[src/rtl/tick_pkg.sv]
// Shared defaults and FSM encoding for the tick scheduler and its round-robin arbiter.
package tick_pkg;

  localparam int DEF_COUNT_WIDTH = 20;
  localparam int DEF_SLOTS       = 4;
  localparam int DEF_DIVISOR     = 50000;

  typedef enum logic [1:0] {
    ST_IDLE   = 2'd0,
    ST_RUN    = 2'd1,
    ST_RELOAD = 2'd2
  } tickState_e;

  // A single consumer still needs a 1-bit index so port widths never collapse to zero.
  function automatic int idxWidth(input int slots);
    return (slots > 1) ? $clog2(slots) : 1;
  endfunction

endpackage

[src/rtl/rr_slot_arbiter.sv]
// Combinational round-robin pick: first requester strictly after the pointer, wrapping,
// so the pointer's own slot wins only when it is the sole requester.
module rr_slot_arbiter
  import tick_pkg::*;
#(
  parameter int   SLOTS = DEF_SLOTS,
  localparam int  IDX_W = idxWidth(SLOTS)
) (
  input  logic [SLOTS-1:0] request,
  input  logic [IDX_W-1:0] pointer,
  output logic [SLOTS-1:0] grant,
  output logic [IDX_W-1:0] index,
  output logic             found
);

  logic [IDX_W-1:0] candIdx;

  // Scan farthest-first so the nearest requester after the pointer is the last to overwrite.
  always_comb begin
    grant   = '0;
    index   = '0;
    found   = 1'b0;
    candIdx = '0;
    for (int off = SLOTS; off >= 1; off--) begin
      candIdx = IDX_W'((int'(pointer) + off) % SLOTS);
      if (request[candIdx]) begin
        grant          = '0;
        grant[candIdx] = 1'b1;
        index          = candIdx;
        found          = 1'b1;
      end
    end
  end

endmodule

[src/rtl/tick_scheduler.sv]
// Programmable tick generator that hands each tick period to one requesting slot in
// round-robin order; divisor changes pass through a one-cycle RELOAD state.
//
// state  | meaning
// IDLE   | stopped; counter held at 0, no ticks, divisor may be offered
// RUN    | counting; tick pulses once every divisor cycles
// RELOAD | one cycle; pending divisor becomes active, counter cleared
module tick_scheduler
  import tick_pkg::*;
#(
  parameter int  COUNT_WIDTH     = DEF_COUNT_WIDTH,
  parameter int  SLOTS           = DEF_SLOTS,
  parameter int  DEFAULT_DIVISOR = DEF_DIVISOR,
  localparam int IDX_W           = idxWidth(SLOTS)
) (
  input  logic                   cmosClock,
  input  logic                   reset,
  input  logic                   enable,
  input  logic                   cfgValid,
  input  logic [COUNT_WIDTH-1:0] cfgDivisor,
  output logic                   cfgReady,
  input  logic [SLOTS-1:0]       slotRequest,
  output logic                   tick,
  output logic [SLOTS-1:0]       slotGrant,
  output logic [IDX_W-1:0]       slotIndex,
  output logic                   running
);

  localparam logic [COUNT_WIDTH-1:0] DIV_RESET = COUNT_WIDTH'(DEFAULT_DIVISOR);
  localparam logic [COUNT_WIDTH-1:0] ONE       = COUNT_WIDTH'(1);

  tickState_e state;
  tickState_e nextState;

  logic [COUNT_WIDTH-1:0] counter;
  logic [COUNT_WIDTH-1:0] divisor;
  logic [COUNT_WIDTH-1:0] pendingDivisor;
  logic [IDX_W-1:0]       rrPointer;

  logic accept;
  logic terminal;
  logic tickNext;
  logic cfgReadyNext;
  logic runningNext;

  logic [SLOTS-1:0] arbGrant;
  logic [IDX_W-1:0] arbIndex;
  logic             arbFound;

  assign accept = cfgValid & cfgReady;

  rr_slot_arbiter #(
    .SLOTS (SLOTS)
  ) u_arbiter (
    .request (slotRequest),
    .pointer (rrPointer),
    .grant   (arbGrant),
    .index   (arbIndex),
    .found   (arbFound)
  );

  always_ff @(posedge cmosClock) begin
    if (reset) begin
      state <= ST_IDLE;
    end else begin
      state <= nextState;
    end
  end

  // A config accept outranks enable in both IDLE and RUN.
  always_comb begin
    nextState = state;
    unique case (state)
      ST_IDLE: begin
        if (accept) begin
          nextState = ST_RELOAD;
        end else if (enable) begin
          nextState = ST_RUN;
        end
      end
      ST_RUN: begin
        if (accept) begin
          nextState = ST_RELOAD;
        end else if (!enable) begin
          nextState = ST_IDLE;
        end
      end
      ST_RELOAD: begin
        nextState = enable ? ST_RUN : ST_IDLE;
      end
      default: begin
        nextState = ST_IDLE;
      end
    endcase
  end

  // A terminal count that coincides with a config accept still produces its tick;
  // one that coincides with enable dropping does not, since the block goes idle.
  always_comb begin
    cfgReadyNext = (nextState != ST_RELOAD);
    runningNext  = (nextState == ST_RUN);
    terminal     = (state == ST_RUN) && (counter == divisor - ONE);
    tickNext     = terminal && (nextState != ST_IDLE);
  end

  always_ff @(posedge cmosClock) begin
    if (reset) begin
      cfgReady       <= 1'b0;
      running        <= 1'b0;
      tick           <= 1'b0;
      counter        <= '0;
      divisor        <= DIV_RESET;
      pendingDivisor <= DIV_RESET;
    end else begin
      cfgReady <= cfgReadyNext;
      running  <= runningNext;
      tick     <= tickNext;

      if (accept) begin
        pendingDivisor <= (cfgDivisor == '0) ? ONE : cfgDivisor;
      end

      if (state == ST_RELOAD) begin
        divisor <= pendingDivisor;
      end

      if ((state == ST_RUN) && (nextState == ST_RUN)) begin
        counter <= terminal ? '0 : counter + ONE;
      end else begin
        counter <= '0;
      end
    end
  end

  // Ownership changes only on the edge that raises tick; the pointer survives idle periods.
  always_ff @(posedge cmosClock) begin
    if (reset) begin
      slotGrant <= '0;
      slotIndex <= '0;
      rrPointer <= IDX_W'(SLOTS - 1);
    end else if (tickNext) begin
      if (arbFound) begin
        slotGrant <= arbGrant;
        slotIndex <= arbIndex;
        rrPointer <= arbIndex;
      end else begin
        slotGrant <= '0;
      end
    end else if (nextState != ST_RUN) begin
      slotGrant <= '0;
    end
  end

endmodule

[config.mk]
export PLATFORM = sky130hd
export DESIGN_NAME = tick_scheduler
export DESIGN_NICKNAME = d
export VERILOG_FILES = /design/src/rtl/tick_pkg.sv /design/src/rtl/rr_slot_arbiter.sv /design/src/rtl/tick_scheduler.sv
export SDC_FILE = /design/constraint.sdc
export NUM_CORES = 1
export LEC_CHECK = 0
export CORE_UTILIZATION = 30
export DETAILED_ROUTE_END_ITERATION = 12
export GPL_TIMING_DRIVEN = 0
export PLACE_DENSITY_LB_ADDON = 0.25
export SLEW_MARGIN = 30
export SYNTH_ARGS = -nofsm -noshare
export SYNTH_HDL_FRONTEND = slang
export SYNTH_SLANG_ARGS = --single-unit
[constraint.sdc]
create_clock -name cmosClock -period 3 [get_ports cmosClock]
set_input_delay 0.75 -clock cmosClock [delete_from_list [all_inputs] [get_ports cmosClock]]
set_output_delay 0.75 -clock cmosClock [all_outputs]
set_load 0.05 [all_outputs]
Yosys cells after proc, flatten, opt, wreduce, memory -nomap -nowiden
Index checks and enable logic that the tools add are counted.
Widths: inputs -> output; s select.
{ "totals": {"register_bits": 73} }
{ "op_classes": {"add_sub_neg": 6, "order_cmp": 8, "eq_ne": 6, "mux": 38, "bitwise": 2, "n_reduce_logical": 13} }
{ "ops": {"columns": ["op", "n"], "rows": [
  ["$mux 4", 7],
  ["$add 20x1->20 const B", 1],
  ["$eq 20x20->1", 1],
  ["$logic_not 20->1", 1],
  ["$mux 20", 1],
  ["$sub 20x1->20 const B", 1],
  ["$mux 2", 8],
  ["$mux 1", 13],
  ["$lt 2x3->1 const B", 4],
  ["$bmux 1 s2", 4],
  ["$demux 1 s2", 4],
  ["$ge 2x1->1 const B", 4],
  ["$logic_and 1x1->1", 7],
  ["$pmux 2 s3", 1],
  ["$add 2x1->2 const B", 2],
  ["$add 2x2->2 const B", 2],
  ["$eq 2x1->1 const B", 2],
  ["$reduce_bool 2->1", 2],
  ["$reduce_or 3->1", 1],
  ["$eq 2x2->1 const B", 1],
  ["$logic_not 2->1", 1],
  ["$ne 2x1->1 const B", 1],
  ["$ne 2x2->1 const B", 1],
  ["$reduce_and 2->1", 1],
  ["other kinds (2)", 2]
]} }

Longest topological paths before layout
Gate-level depths: netlist of run 1.
{ "depth": {"ltp_word": 11, "mapped_depth": 11, "depth_no_buf": 10} }

Modules after synthesis
Synthesis of run 1 repeated with hierarchy kept, for this count alone.
{ "unflattened": {"hier_cells": 513, "hier_area_um2": 4154.0} }
{ "by_module_without_submodules": {"columns": ["mod", "instances", "cells_per_inst", "area_each_um2"], "rows": [
  ["tick_scheduler", 1, 443, 3601.0],
  ["rr_slot_arbiter", 1, 70, 553.0]
]} }

Worst setup path before layout of run 1
OpenSTA, ideal clock, no wires.
{ "synth_path": {"path_kind": "register to register", "startpoint": "register rrPointer[0]", "endpoint": "register rrPointer[0]", "setup_ns": 0.125, "arrival_time_ns": 2.559, "t_required_ns": 2.875, "slack_ns": 0.316, "stages_incl_launch_ff": 8, "n_path_buf": 2, "cell_sequence": "dfxtp_1 clkbuf_1 inv_1 ha_1 mux4_2 buf_1 o31a_1 o41a_1"} }
{ "synth_via": {"elab_chain_len": 8} }
{ "synth_lines": {"columns": ["element", "line_no", "source"], "rows": [
  ["start, declared", "tick_scheduler.sv:38", "logic [IDX_W-1:0] rrPointer;"],
  ["start signal, assigned", "tick_scheduler.sv:140", "rrPointer <= IDX_W'(SLOTS - 1);"],
  ["start signal, assigned", "tick_scheduler.sv:145", "rrPointer <= arbIndex;"],
  ["$add 2x1->2", "rr_slot_arbiter.sv:25", "candIdx = IDX_W'((int'(pointer) + off) % SLOTS);"],
  ["$bmux 1 s2", "rr_slot_arbiter.sv:26", "if (request[candIdx]) begin"],
  ["$mux 1 (implied by the code)", "rr_slot_arbiter.sv:26", null],
  ["$mux 1 (4 in series)", "rr_slot_arbiter.sv:26", null],
  ["$reduce_and 2->1 (no line)", null, null]
]} }
Several ways; a longest one is shown, not always the timed one. The select of a mux whose other input is x is not followed.
A chain may end at the register's enable or synchronous reset.

Worst setup path after layout of run 1
{ "layout_path": {"startpoint": "register divisor[0]", "endpoint": "register slotIndex[0]"} }
{ "layout_via": {"elab_chain_len": 5} }
{ "layout_lines": {"columns": ["element", "line_no", "source"], "rows": [
  ["start, declared", "tick_scheduler.sv:36", "logic [COUNT_WIDTH-1:0] divisor;"],
  ["start signal, assigned", "tick_scheduler.sv:124", "divisor <= pendingDivisor;"],
  ["$sub 20x1->20", "tick_scheduler.sv:102", "terminal = (state == ST_RUN) && (counter == divisor - ONE);"],
  ["$eq 20x20->1", "tick_scheduler.sv:102", null],
  ["$logic_and 1x1->1", "tick_scheduler.sv:102", null],
  ["$logic_and 1x1->1", "tick_scheduler.sv:103", "tickNext = terminal && (nextState != ST_IDLE);"],
  ["$reduce_and 2->1 (no line)", null, null],
  ["end signal, assigned", "tick_scheduler.sv:144", "slotIndex <= arbIndex;"],
  ["end, declared", "tick_scheduler.sv:25", "output logic [IDX_W-1:0] slotIndex,"]
]} }
Every way passes these cells.

==> summary.txt, run 1 <==
Critical path
  – Critical path required time: 3.20 ns
  – Worst path most repeated cell: a211oi_2
  – Buffers and inverters on the worst path: 2
  – CP max-delay cell: or4_1
  – Worst Setup End Kind: register
  – CP Launch Type: register
  – Worst EP arrival: 3.00 ns
  – Critical path's top delay family: simple AND/OR/NAND/NOR gates
  – Worst setup path startpoint: divisor[0]
  – R2r startpoint: divisor[0]
  – CP max stage delay: 0.52 ns
  – Critical path type: reg2reg
  – Worst path cell trace: inv_1, ha_4, nor3b_4, nand3_2, or4_1, o21a_1, a211oi_2, nand4b_1, buf_4, nor3_1, a211oi_2
  – Worst-path fanout max: 7

STA
  – Fin Clk Skew: 0.009517 ns
  – Hold Vio Cnt, Final: 0
  – Final setup fails: 0
  – Slew @ Worst Pin: 0.5983 ns
  – Fmax: 0.3568 GHz
  – Final critical-path required period: 2.803 ns
  – Setup TNS: 0 ns
  – RSZ-0062 raised after global routing: false
  – Max-slew violation count: 0
  – WHS: 0.4539 ns
  – Fin crit share: 0.9342
  – Worst slew margin: 0.6011

Place
  – Final HPWL from detailed placement: 7672 µm
  – IO buf count: 36
  – Placed cell areas: 4536 µm²
  – Gpl congestion: 0.8117

Synthesis
  – Cell variety after synth: 59
  – Sequential share of the synthesized area: 0.3701
  – Syn nets: 526
  – Synth Instances: 488
  – Synth area leaders: dfxtp_1 37%, nand2_1 9.3%, a21oi_1 4.9%, xnor2_1 4.7%, xor2_1 4.0%
  – Largest area contributor in the netlist: dfxtp_1
  – Mapped Area: 3949 µm²
  – Syn avg cell area: 8.092 µm²
  – Yosys warning total: 0
  – Top post-synthesis cells by count: 98 x nand2_1, 73 x dfxtp_1, 39 x a21oi_1, 37 x nor2_1, 30 x nand3_1
  – Number of enable flip-flop cells after synthesis: 0
  – Count leader, synth: nand2_1
  – Number of synthesized register bits: 73
  – Share of the synthesized area in the top cell type: 0.3701
  – Post-synth ARST share: 0
  – Dominant synthesized flop cell: dfxtp_1

Cells and area
  – Fillers: 1366
  – Final instance area: 4908 µm²
  – Layout cells sized above 1: 0.09375
  – N_diodes: 0
  – Layout Nets: 577
  – P&R area growth vs syn: 24.30%

Clock tree
  – H-tree levels: 3
  – Reg clk slew, reported paths: 0.06 ns
  – Num CTS Buffers: 9
  – Hold-fix buffers, CTS: 0
  – Max clock buf depth: 2
  – CTS Sinks: 73
  – CTS tree: done
  – Clock root buffer: clkbuf_16
  – Clk_lat worst skew: 0.33 ns

Detailed routing
  – Antenna-violating nets left: 0
  – Initial DRC Count: 109
  – Drt pass-1 iters: 4
  – DRC: 0
  – Wirelength per Cell: 13.95 µm
  – Routed vias/inst: 5.018
  – Via Count: 3593
  – Drt total wl: 9987 µm

Pwr
  – P per Cell Area: 468.8 nW/µm²
  – Leak pwr: 1.703 nW
  – Worst vdd ir: 0.3048 mV

Run
  – Maxcap violations: 0

Global route
  – Grt total ovfl: 0
  – Vias in the first global route: 3374
  – Overall Global Routing Usage: 0.1586
  – First-pass GRT wire length: 16700 µm
  – Largest net degree at the start of global routing: 15
  – Antenna violations before repair: 0

Outcome
  – Outcome: completed

Min path
  – Hold Path Class: reg2reg
  – Hold Crit Start: pendingDivisor[10]

Floorplan
  – Initial core utilization: 0.3104
  – Die Height: 116.7 µm
  – Row count: 41
  – Total die area: 13630 µm²
  – Core box area: 12720 µm²
  – Die X: 116.7 µm
  – Top Ports: 37
final cells by class:
class / instances / area, µm² / area share
plain buffers: 25 / 103.9 / 0.02116
multi-input cells: 377 / 2377 / 0.4843
clock inverters: 6 / 72.57 / 0.01478
inverters: 13 / 48.80 / 0.009941
clock buffers: 10 / 239.0 / 0.04869
repair buffers: 40 / 387.9 / 0.07902
flip-flops and latches: 73 / 1464 / 0.2982
well taps: 172 / 215.2 / 0.04384
cell usage in the layout, fill, tap and decap left out, drive strengths merged, types with 3 or more instances in the layout:
master and n:
o2111ai 4, and2 4, a22oi 5, a211oi 4, nor2b 4, mux2i 3
xnor2 21, nand2 98, nand4 4, nor2 37, nand2b 6, ha 10
a21oi 39, mux4 4, or4 3, o31ai 4, xor2 18, buf 10
and3 4, clkdlybuf4s50 36, inv 15, a221o 4, nor4 11, o211ai 3
and4 3, o21ai 14, nand3 32, nor3 8, clkbuf 29, dfxtp 73
per-layer routing:
metal | up-vias | track usage | routed length (µm)
met1 | 1695 | 0.2073 | 4865
met3 | 15 | 0.02439 | 314
met4 | 0 | 0.06498 | 206
met5 | - | 0 | 0
li1 | 1817 | - | -
met2 | 66 | 0.2607 | 4600
worst min-delay path: cells and delay by family, from the launching register on:
kind / cells / cell delay [ns]
compound gates: 1 / 0.05
flops: 1 / 0.31
simple gates: 1 / 0.05
where the power goes:
part / leakage (nW) / switching (mW) / total, mW / internal, mW
registers: 0.594 / 0.0209 / 1.01 / 0.993
logic: 0.959 / 0.104 / 0.187 / 0.0831
clock network: 0.150 / 0.426 / 1.10 / 0.675
total: 1.70 / 0.551 / 2.30 / 1.75
repair_timing:
action | 4_1_cts | 5_1_grt
endpoints found under the setup margin | 28 | 29
resized for setup | 1 | 8
pin swaps | 0 | 1
buffers inserted | 3 | 0
logic make-up (layout without fill, tap and decap cells):
family          after synthesis  count (layout)  share of synthesized area
compound gates               93              93                     0.1572
xor+xnor                     39              39                    0.08650
fa+ha+maj                    10              10                    0.03169
buf+inv                      38              94                    0.03834
flops                        73              73                     0.3701
mux                           7               7                    0.03042
simple gates                228             228                     0.2858
per-stage QoR:
step,worst slack (ns),cells,util,power (mW)
2_1_floorplan,0.3163,488,-,1.134
3_3_place_gp,-0.8611,696,0.3556,1.213
3_5_place_dp,-0.1875,697,0.3565,1.218
4_1_cts,0.01915,716,0.3829,2.322
5_1_grt,0.01927,716,0.3858,2.397
6_report,0.1974,716,0.3858,2.301
flip-flops by register name, indices dropped and copies added, names as in the netlist:
name and flops:
counter 20, divisor 20, pendingDivisor 20, slotGrant 4, rrPointer 2, slotIndex 2, state 2, cfgReady 1
running 1, tick 1
path summary, 6_finish.rpt:
check,endpoint,slack (ns),depth (start not counted)
setup / recovery,slotIndex[0],0.20,11
hold / removal,pendingDivisor[10],0.45,2
setup reg to reg,slotIndex[0],0.20,11
hold reg to reg,pendingDivisor[10],0.45,2
No activity file was read; power rests on OpenSTA's default activity.
==> run 2, diff against run 1 <==
Settings changed: CTS_CLUSTER_DIAMETER set to 100.
==> results of run 2 <==
No change in the layout: final DEF, timing and power equal those of run 1.
